### config.mk
export PLATFORM = sky130hd
export DESIGN_NAME = prog_mem_flat
export DESIGN_NICKNAME = d
export VERILOG_FILES = /design/src/rtl/prog_mem_if.sv /design/src/rtl/prog_mem.sv /design/src/flat_wrapper.sv
export SDC_FILE = /design/constraint.sdc
export NUM_CORES = 1
export LEC_CHECK = 0
export ABC_AREA = 1
export CAP_MARGIN = 20
export CORE_MARGIN = 2
export CORE_UTILIZATION = 60
export DETAILED_ROUTE_END_ITERATION = 10
export PLACE_DENSITY = 0.79
export RECOVER_POWER = 50
export SETUP_SLACK_MARGIN = 0.5
export SKIP_CTS_REPAIR_TIMING = 1
export SLEW_MARGIN = 10
export SYNTH_ARGS = -nofsm -noshare
export SYNTH_HDL_FRONTEND = slang
export SYNTH_SLANG_ARGS = --single-unit
### constraint.sdc
create_clock -name clk -period 2.8 [get_ports clk]
set_input_delay 0.56 -clock clk [delete_from_list [all_inputs] [get_ports clk]]
set_output_delay 0.56 -clock clk [all_outputs]
set_load 0.005 [all_outputs]
### src/rtl/prog_mem_if.sv
// prog_mem_if: fetch port and program-load stream between host/mproc and prog_mem
interface prog_mem_if;
   logic [15:0] addr;
   logic [15:0] ins;
   logic        ld_start;
   logic        ld_valid;
   logic [15:0] ld_data;
   logic        ld_last;
   logic        ld_ready;
   logic        ld_done;
   logic        busy;
   modport master (output addr, ld_start, ld_valid, ld_data, ld_last,
                   input  ins, ld_ready, ld_done, busy);
   modport slave  (input  addr, ld_start, ld_valid, ld_data, ld_last,
                   output ins, ld_ready, ld_done, busy);
endinterface

### src/rtl/prog_mem.sv
// prog_mem: loadable instruction store returning a combinational fetch word, NOP when empty
module prog_mem #(
   parameter int          AW       = 4,
   parameter logic [15:0] NOP_WORD = 16'hF800
) (
   input logic        clk,
   input logic        reset,
   prog_mem_if.slave  bus
);
   typedef enum logic [1:0] {IDLE, LOAD, RUN} state_t;
   state_t          state, state_nxt;
   logic [15:0]     mem [2**AW];
   logic [AW-1:0]   wptr;
   logic            done_q;
   logic            acc, fin;
   // state register
   always_ff @(posedge clk) begin
      if (reset) state <= IDLE;
      else       state <= state_nxt;
   end
   // next state: a start always (re)enters LOAD and beats any coincident word
   always_comb begin
      acc       = (state == LOAD) && bus.ld_valid && !bus.ld_start;
      fin       = acc && (bus.ld_last || wptr == '1);
      state_nxt = bus.ld_start ? LOAD : fin ? RUN : state;
   end
   // outputs: fetches only see the array once a load has completed
   always_comb begin
      bus.ld_ready = state == LOAD;
      bus.busy     = state != RUN;
      bus.ins      = (state == RUN && bus.addr[15:AW] == '0) ? mem[bus.addr[AW-1:0]] : NOP_WORD;
      bus.ld_done  = done_q;
   end
   // array, write pointer and completion pulse; a start wipes any earlier program
   always_ff @(posedge clk) begin
      done_q <= !reset && fin;
      if (reset || bus.ld_start) begin
         wptr <= '0;
         for (int i = 0; i < 2**AW; i++) mem[i] <= NOP_WORD;
      end else if (acc) begin
         mem[wptr] <= bus.ld_data;
         wptr      <= wptr + 1'b1;
      end
   end
endmodule

### src/flat_wrapper.sv
// flat-port wrapper written by rule: the top's interface ports become plain ports
module prog_mem_flat 
#(
   parameter int          AW       = 4,
   parameter logic [15:0] NOP_WORD = 16'hF800
)
  (clk, reset, bus_addr, bus_ld_start, bus_ld_valid, bus_ld_data, bus_ld_last, bus_ins, bus_ld_ready, bus_ld_done, bus_busy);
  prog_mem_if bus_i ();
  input logic clk;
  input logic reset;
  input wire logic [$bits(bus_i.addr)-1:0] bus_addr;
  input wire logic [$bits(bus_i.ld_start)-1:0] bus_ld_start;
  input wire logic [$bits(bus_i.ld_valid)-1:0] bus_ld_valid;
  input wire logic [$bits(bus_i.ld_data)-1:0] bus_ld_data;
  input wire logic [$bits(bus_i.ld_last)-1:0] bus_ld_last;
  output wire logic [$bits(bus_i.ins)-1:0] bus_ins;
  output wire logic [$bits(bus_i.ld_ready)-1:0] bus_ld_ready;
  output wire logic [$bits(bus_i.ld_done)-1:0] bus_ld_done;
  output wire logic [$bits(bus_i.busy)-1:0] bus_busy;
  assign bus_i.addr = bus_addr;
  assign bus_i.ld_start = bus_ld_start;
  assign bus_i.ld_valid = bus_ld_valid;
  assign bus_i.ld_data = bus_ld_data;
  assign bus_i.ld_last = bus_ld_last;
  assign bus_ins = bus_i.ins;
  assign bus_ld_ready = bus_i.ld_ready;
  assign bus_ld_done = bus_i.ld_done;
  assign bus_busy = bus_i.busy;
  prog_mem #(.AW(AW), .NOP_WORD(NOP_WORD)) u_core (.clk(clk), .reset(reset), .bus(bus_i));
endmodule
## Word level (Yosys, flattened, before mapping)

Memories as Yosys holds them, arrays and structs flattened.
Index checks and enable logic that the tools add are counted.

- Bits in registers: 7
- Bits in writable memories: 256
- Input port bits: 37
- Output and inout port bits: 19
- Word-level logic and storage cells: 34
- Memories: 1

Memories:

| memory | depth | width | read ports | clocked after memory_dff | write ports | RTL line | RTL |
|---|---|---|---|---|---|---|---|
| u_core.mem | 16 | 16 | 1 | 0 | 16 | prog_mem.sv:12 | `logic [15:0] mem [2**AW];` |

- $add $sub $neg: 1
- Equal/unequal tests: 4
- Muxes and demuxes: 11
- Reduce and logical (&&, ||, !) cells: 13

Operators by type and width:

| kind | number |
|---|---|
| 16-bit 2-to-1 mux | 2 |
| 16-bit OR reduction | 1 |
| 12-bit zero test | 1 |
| 1-bit 2-to-1 mux | 8 |
| 1-bit logical AND | 5 |
| 4-bit by 1-bit adder with 4-bit output (second input constant) | 1 |
| 4-bit == test (second input constant) | 1 |
| 4-bit 2-to-1 mux | 1 |
| 2-bit by 1-bit == test with 1-bit output (second input constant) | 1 |
| 2-bit == test (second input constant) | 1 |
| 1-bit zero test | 2 |
| 1-bit logical OR | 2 |
| 2-bit inequality test (second input constant) | 1 |
| 2-bit nonzero test | 1 |
| 2-bit OR reduction | 1 |

## Logic depth before layout (Yosys ltp)

Gate-level depths: netlist (run 1).

- Word-level depth: 8
- Mapped depth: 9
- Depth with buffers taken out: 7

## Worst setup path before layout (run 1)

Ideal clock, no wire load.

- Kind: input port to flip-flop
- From: input port bus_ld_start
- To: memory u_core.mem[14][0], enable pin
- Setup time: 0.372 ns
- Arrival: 1.751 ns
- Data required time: 2.428 ns
- Slack: 0.677 ns
- Stages on the path: 8
- Path buffers: 1
- Cells stage by stage: nor2_2 > inv_2 > nor2_8 > nand2_4 > nor2_4 > inv_2 > buf_6 > nand2_1

RTL lines:

| element | RTL line | RTL |
|---|---|---|
| from (decl) | flat_wrapper.sv:12 | `input wire logic [$bits(bus_i.ld_start)-1:0] bus_ld_start;` |
| to (decl) | prog_mem.sv:12 |  |

==> results of run 1 <==
## worst max path at each step
stage | startpoint | endpoint | slack, ns
5_1_grt | bus_ld_valid | u_core.mem[12][6] | 0.14
2_1_floorplan | bus_ld_start | u_core.mem[14][0] | 0.68
3_3_place_gp | bus_addr[2] | bus_ins[7] | -0.16
4_1_cts | bus_addr[2] | bus_ins[7] | -0.25
6_report | bus_ld_valid | u_core.mem[12][2] | 0.22
3_5_place_dp | bus_addr[2] | bus_ins[7] | -0.25
## metrics by stage
stage / cell area (sq um) / total power, mW / hold slack [ns] / utilization (%)
after CTS: 14400 / 8.32 / 0.535 / 70.8
after global routing: 14800 / 8.64 / 0.520 / 72.8
after detailed placement: 13600 / 5.20 / 0.524 / 67.1
after floorplan: 12500 / 4.89 / 0.486 / -
final: 14800 / 8.43 / 0.509 / 72.8
after global placement: 13600 / 5.18 / 0.507 / 67.1
## final cells by class
type	instances	area share, %
clock inverters	11	0.339
repair buffers	146	10.8
clock buffers	35	4.78
flip-flops and latches	263	53.0
inverters	88	2.30
well taps	270	2.29
multi-input cells	865	26.5
## Yosys cell counts
cell type,number,share of area (%)
nand2_1,398,12
edfxtp_1,256,62
nor2_1,184,5.5
nand3_1,177,7.1
inv_1,72,2.2
nor2_2,41,2.1
clkbuf_1,37,1.1
buf_2,29,1.2
a21oi_1,26,1.0
inv_2,16,0.48
buf_6,15,1.4
nor2_4,15,1.4
o21ai_0,10,0.40
dfxtp_1,7,1.1
buf_1,5,0.15
ha_1,4,0.40
nand2_4,4,0.36
nor3_1,2,0.080
a211oi_1,1,0.060
buf_4,1,0.060
nand3_4,1,0.14
nand4_1,1,0.050
nor2_8,1,0.16
## logic make-up after synthesis
kind of cell | share of synthesized area, %
and+or+nand+nor | 28.8
DFF | 62.8
buffers and inverters | 6.49
AOI/OAI and AO/OA | 1.51
adders and majority gates | 0.401
## sequential cells by signal, indices dropped and copies added, names as in the netlist
register            cells
u_core.mem            256
u_core.bus.ld_done      1
u_core.state            2
u_core.wptr             4
## power groups by stage
| stage | clock network [mW] | logic (mW) | registers, mW |
|---|---|---|---|
| floorplan | 0 | 0.375 | 4.52 |
| CTS | 3.20 | 0.677 | 4.45 |
| detailed placement | 0 | 0.674 | 4.53 |
| global route | 3.37 | 0.817 | 4.45 |
| global placement | 0 | 0.660 | 4.52 |
| finish | 3.21 | 0.768 | 4.45 |
## routing by layer
layer / up-vias / routed length, um
li1: 4426 / -
met1: 4666 / 12100
met2: 620 / 17300
met3: 120 / 3110
met4: 0 / 1530
met5: - / 0
## critical path: stages
cell and delay (ns):
dlygate4sd3_1 0.52, nand3_1 0.27, nor2_8 0.25, nand2_1 0.27, nor2_4 0.25, inv_1 0.27, nand2_1 0.13, buf_4 0.27
==> results.toml, run 1 <==
[timing]
finalCritPeriodShare_pct = 92.1
finalMaxSlewViolations = 0
max_slew_margin_pct = 32.8
setup_viol = 0
final_hold_viol_count = 0
worstMarginPinSlew_ns = 1.01
max_freq_mhz = 388
period_needed_ns = 2.58
setup_ws_ns = 0.221
setup_tns_ns = 0
rsz0062_at_grt = "yes"
clock_skew_ns = 0.0121

[placed_design]
dp.cells = 1613
gp_congestion = 0.883
port_buffers = 55
dp_slack_ns = -0.251
hpwl_um = 20700

[pwr]
seq_power_share_pct = 52.8
p_leak_nw = 6.13
power_frac_comb_pct = 9.1
p_sw_share_pct = 23.6
p_int_mw = 6.44
pwr-share-clk_pct = 38.1
p_sw_mw = 1.98
power_density_nw_per_um2 = 570
ir_worst_vdd_v = 0.000490

[clock_tree]
clockBufferDepth = 3
cts.sinks = 263
insertion_delay_ns = 0.53
clk_pin_slew_ns = 0.06
cts_root_buf = "clkbuf_16"
cts_tree = "yes"
htreeDepth = 1
cts-buffers-inserted = 27

[global_route]
grt_use_met1_pct = 37.7
gr-usage-met2_pct = 50.3
met3_usage_pct = 2.82
grt_use_total_pct = 28.7
grt_overflow_total = 0
grt_most_used_layer = "met2"
grt_max_degree = 40
grt_pass1_vias = 9168
grt_pass1_wl_um = 48400
antenna_found_initial = 0

[die]
die_area_sq_um = 22000
rows = 52
num_io_pins = 56
core_sq_um = 20300
start_util_pct = 61.4
die_y_um = 148
die_x_um = 148

[setup_path]
crit_type = "in2reg"
worstSetupEndpointType = "flop"
rr_endpoint = "u_core.mem[12][2]"
r2r-start = "u_core.state[1]"
ff2ff_path_depth = 9
r2r_slack_ns = 0.31
cp.arrival_ns = 2.79
crit_required_ns = 3.01
cp-start-kind = "primary input"
critPathMaxFanout = 16

[layout]
final_cell_mix = "nand2_1 (389), edfxtp_1 (256), nor2_1 (191)"
drive_above_1_share_pct = 15.9
final_common_cell = "nand2_1"
fin_nets = 1432
areaGrowthSynthToFinish_pct = 18.5
multi_input_area_sq_um = 3920
seq_area_sq_um = 7830
nFillCells = 1404
layout.cells.non_filler = 1678
antennaDiodeCount = 0

[yosys]
syn_inst = 1303
yosys_warnings = 0
syn_area_sq_um = 12500
syn-num-nets = 1344
synth_seq_area_share_pct = 62.8
synth_cell_types = 23
ys_ff_latch = 263
synth.avg_cell_area_sq_um = 9.57

[run_status]
status = "complete, no violations"

[routing]
initialDrtViolationCount = 1123
antenna_left = 0
drc = 0
wl_um = 34000
vias = 9832
wire_per_inst_um = 20.3
vias_per_cell = 5.86
first_pass_iters = 6

[hold_path]
holdPathEnd = "u_core.state[1]"
hp-start = "u_core.state[1]"
worst_hold_path_type = "reg2reg"
holdPathStages = 2

[run]
cap_viol_max_count = 0
(Power assumes the default switching activity.)
==> inputs of run 2 (changes only) <==
--- a/config.mk
+++ b/config.mk
@@ -10,6 +10,7 @@
 export CORE_MARGIN = 2
 export CORE_UTILIZATION = 60
 export DETAILED_ROUTE_END_ITERATION = 10
+export HOLD_SLACK_MARGIN = 0.02
 export PLACE_DENSITY = 0.79
 export RECOVER_POWER = 50
 export SETUP_SLACK_MARGIN = 0.5
==> results of run 2 <==
Same layout as run 1: the final DEF is identical, and so are final timing and power.
